--- src/rtl/uart_tx_cfg.sv ---
// Runtime-configurable UART transmitter with a TX FIFO. Supports a programmable baud divisor,
// 5..DATA_WIDTH data bits, none/even/odd parity and 1 or 2 stop bits.
module uart_tx_cfg #(
  parameter int DATA_WIDTH = 8,
  parameter int FIFO_DEPTH = 16,
  parameter int BAUD_W     = 16
) (
  input  logic                          clk_i,
  input  logic                          rst_i,
  input  logic [BAUD_W-1:0]             baud_div_i,
  input  logic [3:0]                    data_bits_i,
  input  logic [1:0]                    parity_i,
  input  logic                          stop2_i,
  input  logic                          tx_en_i,
  input  logic                          tx_we_i,
  input  logic [DATA_WIDTH-1:0]         din_i,
  output logic                          tx_bit_o,
  output logic                          busy_o,
  output logic                          empty_o,
  output logic                          full_o,
  output logic [$clog2(FIFO_DEPTH):0]   fifo_cnt_o,
  output logic                          overflow_o
);

  localparam int PTR_W = $clog2(FIFO_DEPTH);
  localparam int CNT_W = PTR_W + 1;
  localparam logic [3:0] MIN_BITS = 4'd5;
  localparam logic [3:0] MAX_BITS = 4'(DATA_WIDTH);

  localparam logic [2:0] S_IDLE   = 3'd0;
  localparam logic [2:0] S_START  = 3'd1;
  localparam logic [2:0] S_DATA   = 3'd2;
  localparam logic [2:0] S_PARITY = 3'd3;
  localparam logic [2:0] S_STOP   = 3'd4;

  logic [1:0]            rst_sync;
  logic                  rst_int;

  logic [DATA_WIDTH-1:0] mem [FIFO_DEPTH];
  logic [PTR_W-1:0]      wr_ptr;
  logic [PTR_W-1:0]      rd_ptr;
  logic [CNT_W-1:0]      cnt;

  logic [2:0]            state;
  logic [BAUD_W-1:0]     baud_cnt;
  logic [3:0]            bit_left;
  logic                  stop_left;

  logic [DATA_WIDTH-1:0] shreg;
  logic [BAUD_W-1:0]     div_l;
  logic [3:0]            nbits_l;
  logic                  par_en_l;
  logic                  par_bit_l;
  logic                  stop2_l;

  logic [DATA_WIDTH-1:0] head;
  logic [3:0]            nbits_new;
  logic [BAUD_W-1:0]     div_new;
  logic                  wr_acc;
  logic                  bit_end;
  logic                  start_frame;

  function automatic logic [3:0] clamp_bits(input logic [3:0] b);
    if (b < MIN_BITS)      return MIN_BITS;
    else if (b > MAX_BITS) return MAX_BITS;
    else                   return b;
  endfunction

  function automatic logic [BAUD_W-1:0] eff_div(input logic [BAUD_W-1:0] d);
    if (d == '0) return BAUD_W'(1);
    else         return d;
  endfunction

  // XOR of only the low n bits; bits above the frame width never reach the line.
  function automatic logic parity_of(input logic [DATA_WIDTH-1:0] d, input logic [3:0] n);
    logic p;
    p = 1'b0;
    for (int i = 0; i < DATA_WIDTH; i++) begin
      if (i < int'(n)) p = p ^ d[i];
    end
    return p;
  endfunction

  // Reset asserts immediately but releases only on a clock edge.
  always_ff @(posedge clk_i or posedge rst_i) begin
    if (rst_i) rst_sync <= 2'b11;
    else       rst_sync <= {rst_sync[0], 1'b0};
  end
  assign rst_int = rst_sync[1];

  assign head        = mem[rd_ptr];
  assign nbits_new   = clamp_bits(data_bits_i);
  assign div_new     = eff_div(baud_div_i);
  assign empty_o     = (cnt == '0);
  assign full_o      = (cnt == CNT_W'(FIFO_DEPTH));
  assign fifo_cnt_o  = cnt;
  assign busy_o      = (state != S_IDLE);
  assign wr_acc      = tx_we_i & ~full_o;
  assign bit_end     = (baud_cnt == '0);
  // A new frame may start from IDLE or on the final cycle of the last stop bit.
  assign start_frame = tx_en_i & ~empty_o &
                       ((state == S_IDLE) | ((state == S_STOP) & bit_end & ~stop_left));

  always_ff @(posedge clk_i or posedge rst_int) begin
    if (rst_int) begin
      wr_ptr     <= '0;
      rd_ptr     <= '0;
      cnt        <= '0;
      overflow_o <= 1'b0;
    end else begin
      if (wr_acc)      wr_ptr <= wr_ptr + 1'b1;
      if (start_frame) rd_ptr <= rd_ptr + 1'b1;
      case ({wr_acc, start_frame})
        2'b10:   cnt <= cnt + 1'b1;
        2'b01:   cnt <= cnt - 1'b1;
        default: cnt <= cnt;
      endcase
      overflow_o <= tx_we_i & full_o;
    end
  end

  always_ff @(posedge clk_i) begin
    if (wr_acc) mem[wr_ptr] <= din_i;
  end

  always_ff @(posedge clk_i or posedge rst_int) begin
    if (rst_int) begin
      state     <= S_IDLE;
      tx_bit_o  <= 1'b1;
      baud_cnt  <= '0;
      bit_left  <= '0;
      stop_left <= 1'b0;
    end else if (start_frame) begin
      state    <= S_START;
      tx_bit_o <= 1'b0;
      baud_cnt <= div_new - 1'b1;
    end else begin
      case (state)
        S_IDLE: begin
          tx_bit_o <= 1'b1;
        end
        S_START: begin
          if (bit_end) begin
            state    <= S_DATA;
            tx_bit_o <= shreg[0];
            baud_cnt <= div_l - 1'b1;
            bit_left <= nbits_l - 1'b1;
          end else begin
            baud_cnt <= baud_cnt - 1'b1;
          end
        end
        S_DATA: begin
          if (bit_end) begin
            baud_cnt <= div_l - 1'b1;
            if (bit_left != '0) begin
              tx_bit_o <= shreg[0];
              bit_left <= bit_left - 1'b1;
            end else if (par_en_l) begin
              state    <= S_PARITY;
              tx_bit_o <= par_bit_l;
            end else begin
              state     <= S_STOP;
              tx_bit_o  <= 1'b1;
              stop_left <= stop2_l;
            end
          end else begin
            baud_cnt <= baud_cnt - 1'b1;
          end
        end
        S_PARITY: begin
          if (bit_end) begin
            state     <= S_STOP;
            tx_bit_o  <= 1'b1;
            stop_left <= stop2_l;
            baud_cnt  <= div_l - 1'b1;
          end else begin
            baud_cnt <= baud_cnt - 1'b1;
          end
        end
        S_STOP: begin
          if (bit_end) begin
            if (stop_left) begin
              stop_left <= 1'b0;
              baud_cnt  <= div_l - 1'b1;
            end else begin
              state    <= S_IDLE;
              tx_bit_o <= 1'b1;
            end
          end else begin
            baud_cnt <= baud_cnt - 1'b1;
          end
        end
        default: begin
          state    <= S_IDLE;
          tx_bit_o <= 1'b1;
        end
      endcase
    end
  end

  // Frame data and configuration snapshot; mid-frame input changes are ignored.
  always_ff @(posedge clk_i) begin
    if (start_frame) begin
      shreg     <= head;
      div_l     <= div_new;
      nbits_l   <= nbits_new;
      par_en_l  <= ^parity_i;
      par_bit_l <= parity_of(head, nbits_new) ^ parity_i[1];
      stop2_l   <= stop2_i;
    end else if (bit_end && ((state == S_START) || ((state == S_DATA) && (bit_left != '0)))) begin
      shreg <= shreg >> 1;
    end
  end

endmodule

--- config.mk ---
export PLATFORM = sky130hd
export DESIGN_NAME = uart_tx_cfg
export DESIGN_NICKNAME = d
export VERILOG_FILES = /design/src/rtl/uart_tx_cfg.sv
export SDC_FILE = /design/constraint.sdc
export NUM_CORES = 1
export LEC_CHECK = 0
export ABC_AREA = 1
export CAP_MARGIN = 20
export CORE_MARGIN = 3
export CORE_UTILIZATION = 30
export DETAILED_ROUTE_END_ITERATION = 10
export GPL_TIMING_DRIVEN = 0
export HOLD_SLACK_MARGIN = 0.03
export PLACE_DENSITY_LB_ADDON = 0.3
export SLEW_MARGIN = 20
export SYNTH_ARGS = -nofsm -noshare
export SYNTH_HDL_FRONTEND = slang
export SYNTH_SLANG_ARGS = --single-unit
--- constraint.sdc ---
create_clock -name clk_i -period 1.5 [get_ports clk_i]
set_input_delay 0.45 -clock clk_i [delete_from_list [all_inputs] [get_ports clk_i]]
set_output_delay 0.45 -clock clk_i [all_outputs]
set_load 0.1 [all_outputs]
==> run_results.csv <==
group,metric,value,unit
clock_network,cts_tree,"done",
routing,detail-route-antenna-nets,0,
clock_network,cts_root_buffer,"clkbuf_16",
routing,drc,0,
pwr,ir_drop,851.7,uV
cells_and_area,n_antenna_cell,0,
cells_and_area,fin_area,13520,um2
grt,grt_max_degree,29,
grt,grt_pass1_wl,41.66,mm
cells_and_area,syn2layout_area_growth,42.20,%
clock_network,clock_sinks,200,
timing,drv_slew,0,
routing,wire_per_inst,17.73,um
floorplan,die_x,184.0,um
timing,max_slew_margin,58.63,%
floorplan,io_pins,45,
yosys,yosysTopAreaCell,"edfxtp_1",
pwr,power.leakage,5.257,nW
yosys,yosysMostFrequentCell,"nand2_1",
timing,final_hold_viol_count,0,
yosys,netlist.area_leader.share,50.21,%
run_status,outcome,"finished, violations left",
yosys,ys_seq_elements,200,
timing,fin_crit,2.491,ns
setup_path,cp.required,1.86,ns
cells_and_area,final.fill_count,2838,
setup_path,critical_path_class,"reg2reg",
yosys,synthDistinctLibCells,39,
yosys,synthArstFlopShare,20.50,%
timing,period_share,166.1,%
clock_network,worst_skew_pair.late_latency,0.45,ns
place,dpl-instance-area,10700,um2
place,portBuffers,44,
setup_path,startpoint_type,"flop",
timing,setup-violations-final,215,
clock_network,clkTransAtPathRegs,0.08,ns
timing,rsz0062_at_grt,"yes",
grt,grt_use_total,16.06,%
place,gp_congestion,0.8680,
yosys,yosys_warnings,0,
setup_path,cp-end-kind,"flop",
floorplan,dieArea,33870,um2
clock_network,numCtsBuffers,17,
grt,antenna_found_initial,0,
run_status,failed_checks,"negative setup slack",
pwr,powerDensity,1108,nW/um2
routing,first_pass_iters,5,
yosys,syn_inst,994,
routing,drt_iter0_markers,650,
routing,vias,7628,
run,drv_cap,0,
yosys,synth_fp_nets,1041,
timing,final.setup_skew,0.01624,ns
yosys,seq_area_frac_synth,61.04,%
routing,vias_per_cell,4.834,
place,pre_cts_ws,-1.693,ns
clock_network,cts_buffer_depth,2,
timing,worstMarginPinSlew,0.6185,ns
floorplan,die_h,184.0,um
place,hpwl,16.71,mm
yosys,synth.top_cells.by_area,"edfxtp_1, dfrtp_1, nand2_1",
setup_path,path_max_fanout,4,
floorplan,num_rows,64,
clock_network,h-tree-depth,4,
grt,grt-ovfl-total,0,
hold_path,hold_class,"reg2async",
setup_path,arrival,2.85,ns
routing,wl,27.97,mm
yosys,synth_edf_count,159,
grt,grt_pass1_vias,7270,
cells_and_area,fin_nets,1216,
timing,finalSetupTns,-117.18,ns
cells_and_area,drive_gt1_share,32.15,%
yosys,syn_area,9509,um2
timing,max_freq,401.4,MHz
yosys,synth_commonest_cells,"nand2_1, edfxtp_1, nor2_1, o21ai_0, inv_1",
clock_network,hold_buffers,0,
floorplan,coreArea,30910,um2
yosys,syn_area_per_cell,9.567,um2
floorplan,initial_core_util,30.76,%
yosys,synth-main-ff-cell,"edfxtp_1",
timing,worst_slack,-0.9913,ns
-- power by group --
part | total (mW) | leakage [nW] | switching [mW] | internal (mW)
clock | 4.83 | 0.296 | 2.29 | 2.53
combinational | 3.44 | 3.08 | 2.04 | 1.40
sequential | 6.72 | 1.88 | 0.204 | 6.52
-- layout make-up --
cell class                 count  area [um2]  area share, %
sequential                   200        5826          43.08
clock inverter                15       186.4          1.379
buffer                        49       498.0          3.683
multi-input combinational    651        4025          29.77
inverter                      94       401.6          2.970
clock buffer                  17       425.4          3.146
tap                          396       495.5          3.664
timing repair inverter         1       8.758        0.06477
timing repair buffer         155        1655          12.24
-- registers in the layout, summed over array words and instances (netlist names) --
| register | cells |
|---|---|
| tx_bit_o | 1 |
| stop_left | 1 |
| rd_ptr | 4 |
| wr_ptr | 4 |
| rst_sync | 2 |
| fifo_cnt_o | 5 |
| stop2_l | 1 |
| baud_cnt | 16 |
| par_en_l | 1 |
| overflow_o | 1 |
| bit_left | 4 |
| shreg | 8 |
| div_l | 16 |
| par_bit_l | 1 |
| mem | 128 |
| nbits_l | 4 |
| state | 3 |
-- through the flow --
step	cells	utilization [%]	hold slack [ns]	power, mW
5_1_grt	1578	43.75	0.2324	15.56
4_1_cts	1534	40.59	0.2205	14.69
3_5_place_dp	1436	34.61	0.2201	8.928
3_3_place_gp	1434	34.48	0.3470	8.869
2_1_floorplan	994	-	0.3452	8.252
6_report	1578	43.75	0.1983	14.99
-- what timing repair did --
| action | 4_1_cts | 5_1_grt |
|---|---|---|
| setup buffers | 64 | 45 |
| setup endpoints to repair | 215 | 215 |
| pin swaps | 41 | 85 |
| resized for setup | 256 | 189 |
| cloned | 3 | 4 |
-- logic make-up after synthesis --
| group | Yosys count | share of synthesized area (%) |
|---|---|---|
| other | 1 | 0.03944 |
| adders and majority gates | 12 | 1.658 |
| muxes | 3 | 0.3158 |
| AOI/OAI and AO/OA | 144 | 8.605 |
| xor gates and xnor gates | 13 | 1.197 |
| buffers and inverters | 144 | 5.947 |
| DFF | 200 | 61.04 |
| and+or+nand+nor | 477 | 21.20 |
-- critical path, cell delays in order, from the launching register on --
cell and delay [ns]:
dfrtp_1 0.40, nor2_2 0.14, nand2_2 0.09, nor2_4 0.17, nand3_4 0.14, a21oi_4 0.20, buf_12 0.14, ha_4 0.18
inv_4 0.04, fa_2 0.36, nor2_2 0.12, a211oi_2 0.05, nand2_1 0.06, nand2_1 0.06, nor2_2 0.10, xor2_1 0.15
-- final timing paths --
| path | cells after the start | startpoint | endpoint | slack [ns] |
|---|---|---|---|---|
| max in group asynchronous | 2 | rst_sync[1] | tx_bit_o | 0.74 |
| min reg2reg | 1 | rst_sync[1] | fifo_cnt_o[3] | 0.20 |
| min in group clk_i | 0 | rst_sync[0] | rst_sync[1] | 0.36 |
| max | 15 | baud_cnt[0] | fifo_cnt_o[4] | -0.99 |
| min | 1 | rst_sync[1] | fifo_cnt_o[3] | 0.20 |
| max reg2reg | 15 | baud_cnt[0] | fifo_cnt_o[4] | -0.99 |
-- per-layer routing --
layer  wire, um  vias to the layer above  GRT usage (%)
met4        386                        0          5.322
met1      11960                     3709          21.05
met3       1361                       31          2.592
li1           -                     3686              -
met2      14260                      202          27.22
met5          0                        -              0
-- layout by cell type, fill, tap and decap left out, types with 10 or more instances in the layout --
master           count
o21ai_1             32
buf_8               13
nand3_1             61
o21ai_0             54
nand3_2             10
nor2_4              43
buf_4               66
nor2_1             100
dfrtp_1             29
buf_12              17
clkbuf_1            16
inv_1               70
buf_6               36
nand2_2             30
clkdlybuf4s50_1     34
edfxtp_1           159
nand2_1            170
o211ai_1            27
xor2_1              11
nor2_2              15
inv_2               11
nand2_4             24
clkbuf_16           23
Note: power is estimated with default switching activity, not from simulation.
